`src/rtl/dmem_responder.sv`:
```
// -----------------------------------------------------------------------------
// dmem_responder
//
// Wait-stated data-memory responder for the processor's data bus. It accepts
// one load/store request at a time over a req/ack handshake. It stalls the
// processor for WAIT_CYCLES cycles, then performs a word access into a local
// RAM. Misaligned or out-of-range accesses are flagged with o_err_w.
//
// Parameters
//   DEPTH_LOG2  : the RAM holds 2^DEPTH_LOG2 32-bit words (keep <= 29)
//   WAIT_CYCLES : wait cycles inserted before ack (0..15)
//
// Ports
//   i_clk_w   : clock, rising edge
//   i_rst_w   : asynchronous active-high reset
//   i_req_w   : request valid, held by the initiator until it sees o_ack_w
//   i_we_w    : 1 = store, 0 = load
//   i_a_w     : byte address
//   i_wd_w    : store data
//   o_rd_w    : load data (registered), valid while o_ack_w = 1
//   o_ack_w   : one-cycle completion pulse (registered)
//   o_err_w   : access error (registered), only ever high together with ack
//   o_busy_w  : combinational stall to the processor
// -----------------------------------------------------------------------------
module dmem_responder #(
  parameter int DEPTH_LOG2  = 6,
  parameter int WAIT_CYCLES = 2
) (
  input  logic        i_clk_w,
  input  logic        i_rst_w,
  input  logic        i_req_w,
  input  logic        i_we_w,
  input  logic [31:0] i_a_w,
  input  logic [31:0] i_wd_w,
  output logic [31:0] o_rd_w,
  output logic        o_ack_w,
  output logic        o_err_w,
  output logic        o_busy_w
);

  localparam int         DEPTH    = 2 ** DEPTH_LOG2;
  localparam logic [3:0] CNT_INIT = (WAIT_CYCLES == 0) ? 4'd0 : 4'(WAIT_CYCLES - 1);

  typedef enum logic [1:0] {
    ST_IDLE = 2'd0,
    ST_WAIT = 2'd1,
    ST_ACK  = 2'd2
  } state_t;

  state_t      r_state;
  state_t      w_state_nxt;
  logic [3:0]  r_cnt;
  logic [3:0]  w_cnt_nxt;
  logic        w_accept;

  logic [31:0] r_a;
  logic        r_we;
  logic [31:0] r_wd;

  logic [31:0] r_mem [DEPTH];

  logic [31:0]           w_acc_a;
  logic                  w_acc_we;
  logic [31:0]           w_acc_wd;
  logic [DEPTH_LOG2-1:0] w_idx;
  logic                  w_err;
  logic                  w_access;

  // ---------------------------------------------------------------------------
  // Next-state logic
  // ---------------------------------------------------------------------------
  // NOTE: every signal gets a default before the case, so no path can leave
  // one unassigned and infer a latch.
  always_comb begin
    w_state_nxt = r_state;
    w_cnt_nxt   = r_cnt;
    w_accept    = 1'b0;
    case (r_state)
      ST_IDLE: begin
        if (i_req_w) begin
          w_accept = 1'b1;
          if (WAIT_CYCLES == 0) begin
            w_state_nxt = ST_ACK;
          end else begin
            w_state_nxt = ST_WAIT;
            w_cnt_nxt   = CNT_INIT;
          end
        end
      end
      ST_WAIT: begin
        if (r_cnt != 4'd0) begin
          w_cnt_nxt = r_cnt - 4'd1;
        end else begin
          w_state_nxt = ST_ACK;
        end
      end
      ST_ACK:  w_state_nxt = ST_IDLE;
      default: w_state_nxt = ST_IDLE;
    endcase
  end

  // The access happens on the edge that enters ACK. With zero wait cycles that
  // edge is also the accepting edge, so the request comes straight from the
  // inputs. Otherwise it comes from the values latched at acceptance.
  always_comb begin
    w_acc_a  = r_a;
    w_acc_we = r_we;
    w_acc_wd = r_wd;
    if (r_state == ST_IDLE) begin
      w_acc_a  = i_a_w;
      w_acc_we = i_we_w;
      w_acc_wd = i_wd_w;
    end
  end

  assign w_access = (r_state != ST_ACK) && (w_state_nxt == ST_ACK);
  assign w_idx    = w_acc_a[DEPTH_LOG2+1:2];
  assign w_err    = (w_acc_a[1:0] != 2'b00) || ((w_acc_a >> (DEPTH_LOG2 + 2)) != 32'd0);

  assign o_busy_w = ((r_state == ST_IDLE) && i_req_w) || (r_state == ST_WAIT);

  // ---------------------------------------------------------------------------
  // Control and response registers
  // ---------------------------------------------------------------------------
  // NOTE: sequential state uses non-blocking assignments so that every register
  // samples pre-edge values, whatever order the blocks are evaluated in.
  always_ff @(posedge i_clk_w or posedge i_rst_w) begin
    if (i_rst_w) begin
      r_state <= ST_IDLE;
      r_cnt   <= 4'd0;
      r_a     <= 32'd0;
      r_we    <= 1'b0;
      r_wd    <= 32'd0;
      o_ack_w <= 1'b0;
      o_err_w <= 1'b0;
      o_rd_w  <= 32'd0;
    end else begin
      r_state <= w_state_nxt;
      r_cnt   <= w_cnt_nxt;
      if (w_accept) begin
        r_a  <= i_a_w;
        r_we <= i_we_w;
        r_wd <= i_wd_w;
      end
      o_ack_w <= w_access;
      o_err_w <= w_access && w_err;
      if (w_access) begin
        if (w_err)         o_rd_w <= 32'd0;
        else if (w_acc_we) o_rd_w <= w_acc_wd;  // write-through read data
        else               o_rd_w <= r_mem[w_idx];
      end
    end
  end

  // ---------------------------------------------------------------------------
  // RAM
  // ---------------------------------------------------------------------------
  // NOTE: the RAM array has no reset so it maps onto block memory. Reset still
  // gates the write enable, so no store lands while reset is held.
  always_ff @(posedge i_clk_w) begin
    if (w_access && w_acc_we && !w_err && !i_rst_w) begin
      r_mem[w_idx] <= w_acc_wd;
    end
  end

endmodule
```
`config.mk`:
```
export PLATFORM = sky130hd
export DESIGN_NAME = dmem_responder
export DESIGN_NICKNAME = d
export VERILOG_FILES = /design/src/rtl/dmem_responder.sv
export SDC_FILE = /design/constraint.sdc
export NUM_CORES = 2
export LEC_CHECK = 0
export CAP_MARGIN = 10
export CORE_MARGIN = 1.5
export CORE_UTILIZATION = 56
export DETAILED_ROUTE_END_ITERATION = 12
export PLACE_DENSITY_LB_ADDON = 0.08
export RECOVER_POWER = 100
export SLEW_MARGIN = 25
export SYNTH_ARGS = -nofsm -noshare
export SYNTH_HDL_FRONTEND = slang
export SYNTH_SLANG_ARGS = --single-unit
```
`constraint.sdc`:
```
create_clock -name i_clk_w -period 4 [get_ports i_clk_w]
set_input_delay 0.4 -clock i_clk_w [delete_from_list [all_inputs] [get_ports i_clk_w]]
set_output_delay 0.4 -clock i_clk_w [all_outputs]
set_load 0.005 [all_outputs]
```
==> results.toml <==
[status]
run_status = "finished, violations left"
violations = "max-capacitance violations, max-slew violations, negative setup slack"

[final_layout]
fin_cells = 7675
drive_gt1_share_pct = 14.78
syn2layout_area_growth_pct = 16.57
layout.nets = 5652
stdcell_area_um2 = 94360

[setup_path]
worstPathMaxFanout = 35
startpoint_type = "register"
cp.required_ns = 4.75
critical_path_class = "reg2reg"
end_kind = "register"
worstPathArrival_ns = 4.81

[route]
dr.pass1.iters = 6
drtIter0Drc = 9267
met1Wirelength_um = 106500
num_vias = 54780
routed_wl_um = 298300
top_layer = "met5"
drc = 0
antenna_left = 0
wl_met3_um = 48430
viasPerCell = 7.137
routed-wl-met2_um = 126500
wl_per_cell_um = 38.87

[timing]
hold_viol = 0
max_freq_mhz = 246.2
rsz0062_at_grt = "no"
min_period_over_period_pct = 101.5
timing.hold.ws_ns = 0.1040
relSlewSlack_pct = -42.92
period_needed_ns = 4.062
setup_viol = 1
fin_skew_ns = 0.06682
setup_tns_ns = -0.06172
tightest_slew_ns = 2.144
slew_violations = 428
fin_ws_ns = -0.06172

[die]
start_util_pct = 56.42
die_area_um2 = 146800
io_pins = 103
core_region_area_um2 = 143500
std_cell_rows = 139
die_w_um = 383.2
fp.dieH_um = 383.2

[place]
dp_hpwl_um = 176400
port_buffers = 102
dp_cells = 7274
post-place-ws_ns = -0.2947
dpl_cell_area_um2 = 88880
gp_congestion = 0.9416

[logic_synthesis]
synth.cell_area_um2 = 80950
yosys_warnings = 0
ys_seq_elements = 2153
synth_edf_count = 2048
syn_inst = 5131
yosys-top-cells-area = "edfxtp_1 (76%), o22ai_1 (4.5%), dfrtp_1 (3.2%)"
netlist.top_cell.by_area = "edfxtp_1"
synth_top_area_share_pct = 75.97
syn_area_per_cell_um2 = 15.78
postSynth.topFlopCell = "edfxtp_1"
syn_nets = 5201
ys_seq_area_share_pct = 79.22
synthArstFlopShare_pct = 4.877
synth_cell_types = 75

[global_routing]
grt_max_degree = 74
grtUsageTotal_pct = 40.49
antenna_found_initial = 27
grt_pass1_vias = 51200
grt_overflow_total = 0
grt_pass1_wl_um = 406900

[cts]
cts_root_buffer = "clkbuf_16"
clock_latency_ns = 0.88
cts_buffers = 208
cts_num_sinks = 2153
clock_path_buffers = 3
cts_htree_levels = 4
clk_pin_slew_ns = 0.06
cts_tree = "yes"
cts_setup_buffers = 0

[power_and_ir_drop]
powerDensity_nw_per_um2 = 780.1
ir_worst_vdd_mv = 0.7179
p_leak_nw = 32.14

[flow_run]
drv_cap = 12

[worst_hold_path]
hold_path.class = "in2reg"
## cells by family after synthesis
kind of cell | Yosys count | share of synthesized area, %
AOI/OAI and AO/OA | 1408 | 11.52
xor gates and xnor gates | 1 | 0.01082
adders and majority gates | 2 | 0.03091
buffers and inverters | 346 | 2.093
DFF | 2153 | 79.22
muxes | 52 | 0.6677
and+or+nand+nor | 1169 | 6.463
## cell type report
class,instances,area [µm²]
antenna,7,17.52
clock buffer,260,5628
clock inverter,133,1305
fill,10080,49120
inverter,10,38.79
multi-input combinational,2633,15520
sequential,2153,64130
tap,1903,2381
timing repair buffer,576,5346
## per-stage QoR
step                power, W  util, %
finish               0.07361    65.77
global route         0.07515    65.76
CTS                  0.07295    66.79
detailed placement   0.05330    61.95
global placement     0.05292    61.92
floorplan            0.04168        -
## cells in the mapped netlist (25+ instances only)
master	instances
nor2_1	218
or4_1	25
a21oi_1	330
clkbuf_1	104
nand3_1	40
o31ai_1	51
edfxtp_1	2048
o22ai_1	577
nand2_1	601
o21ai_0	47
and3_1	53
or3_1	27
o41ai_1	34
buf_2	168
a22oi_1	57
dfrtp_1	105
a211o_1	27
buf_4	35
o221ai_1	42
nor4_1	90
a211oi_1	41
nor3_1	58
mux2i_1	47
## critical path, cell delays in order, from the launching register on
cell and delay (ns):
dfrtp_1 0.42, buf_4 0.22, o21ai_4 0.72, buf_4 0.64, and3_1 0.24, a211oi_1 0.05
or4_1 0.55, a21oi_1 0.45, o2111ai_1 0.39, o21ai_0 0.27
## registers in the layout (all words and copies together), names as in the netlist
| register | flops |
|---|---|
| o_err_w | 1 |
| o_ack_w | 1 |
| r_wd | 32 |
| r_cnt | 4 |
| r_we | 1 |
| r_mem | 2048 |
| r_state | 2 |
| o_rd_w | 32 |
| r_a | 32 |
## worst paths after layout
check	start	to	slack [ns]	cells after the start
worst max-delay path	r_state[0]$_DFF_PP0_	o_rd_w[0]$_DFFE_PP0N_	-0.06	9
min in group asynchronous	i_rst_w	r_wd[2]$_DFFE_PP0P_	0.78	3
worst min-delay path	i_a_w[15]	r_a[15]$_DFFE_PP0P_	0.10	3
worst max register to register	r_state[0]$_DFF_PP0_	o_rd_w[0]$_DFFE_PP0N_	-0.06	9
max in group asynchronous	i_rst_w	o_rd_w[12]$_DFFE_PP0N_	1.60	4
worst min register to register	r_wd[16]$_DFFE_PP0P_	r_wd[16]$_DFFE_PP0P_	0.48	2
## repair_timing
item,in CTS,in global routing
pin swaps,2,2
endpoints found under the setup margin,1,2
gates resized for setup,1,2
cloned,1,0
endpoints found under the hold margin,0,0
hold buffers,0,0
## placed cells by master (no fill, tap or decap), types with 44 or more instances in the layout
cell / instances
edfxtp_1: 2048
o22ai_1: 577
nand2_1: 576
a21oi_1: 330
buf_4: 223
clkbuf_16: 214
nor2_1: 194
dfrtp_1: 105
nor4_1: 89
buf_12: 81
clkbuf_1: 69
clkbuf_2: 69
clkdlybuf4s50_1: 67
a22oi_1: 57
nor3_1: 57
and3_1: 53
o31ai_1: 51
clkbuf_4: 49
o21ai_0: 48
clkinv_2: 48
clkinv_1: 46
mux2i_1: 44
## routing by layer
layer	global-route usage (%)	vias to the layer above
met2	58.10	4797
met3	12.67	880
met4	17.46	24
met1	57.38	27560
met5	0.2976	-
li1	-	21510
## report_power, final
group / internal, W / switching [W]
Clock: 0.0114 / 0.00852
Sequential: 0.0294 / 0.000230
Combinational: 0.00642 / 0.0176
No activity file was read; power rests on OpenSTA's default activity.
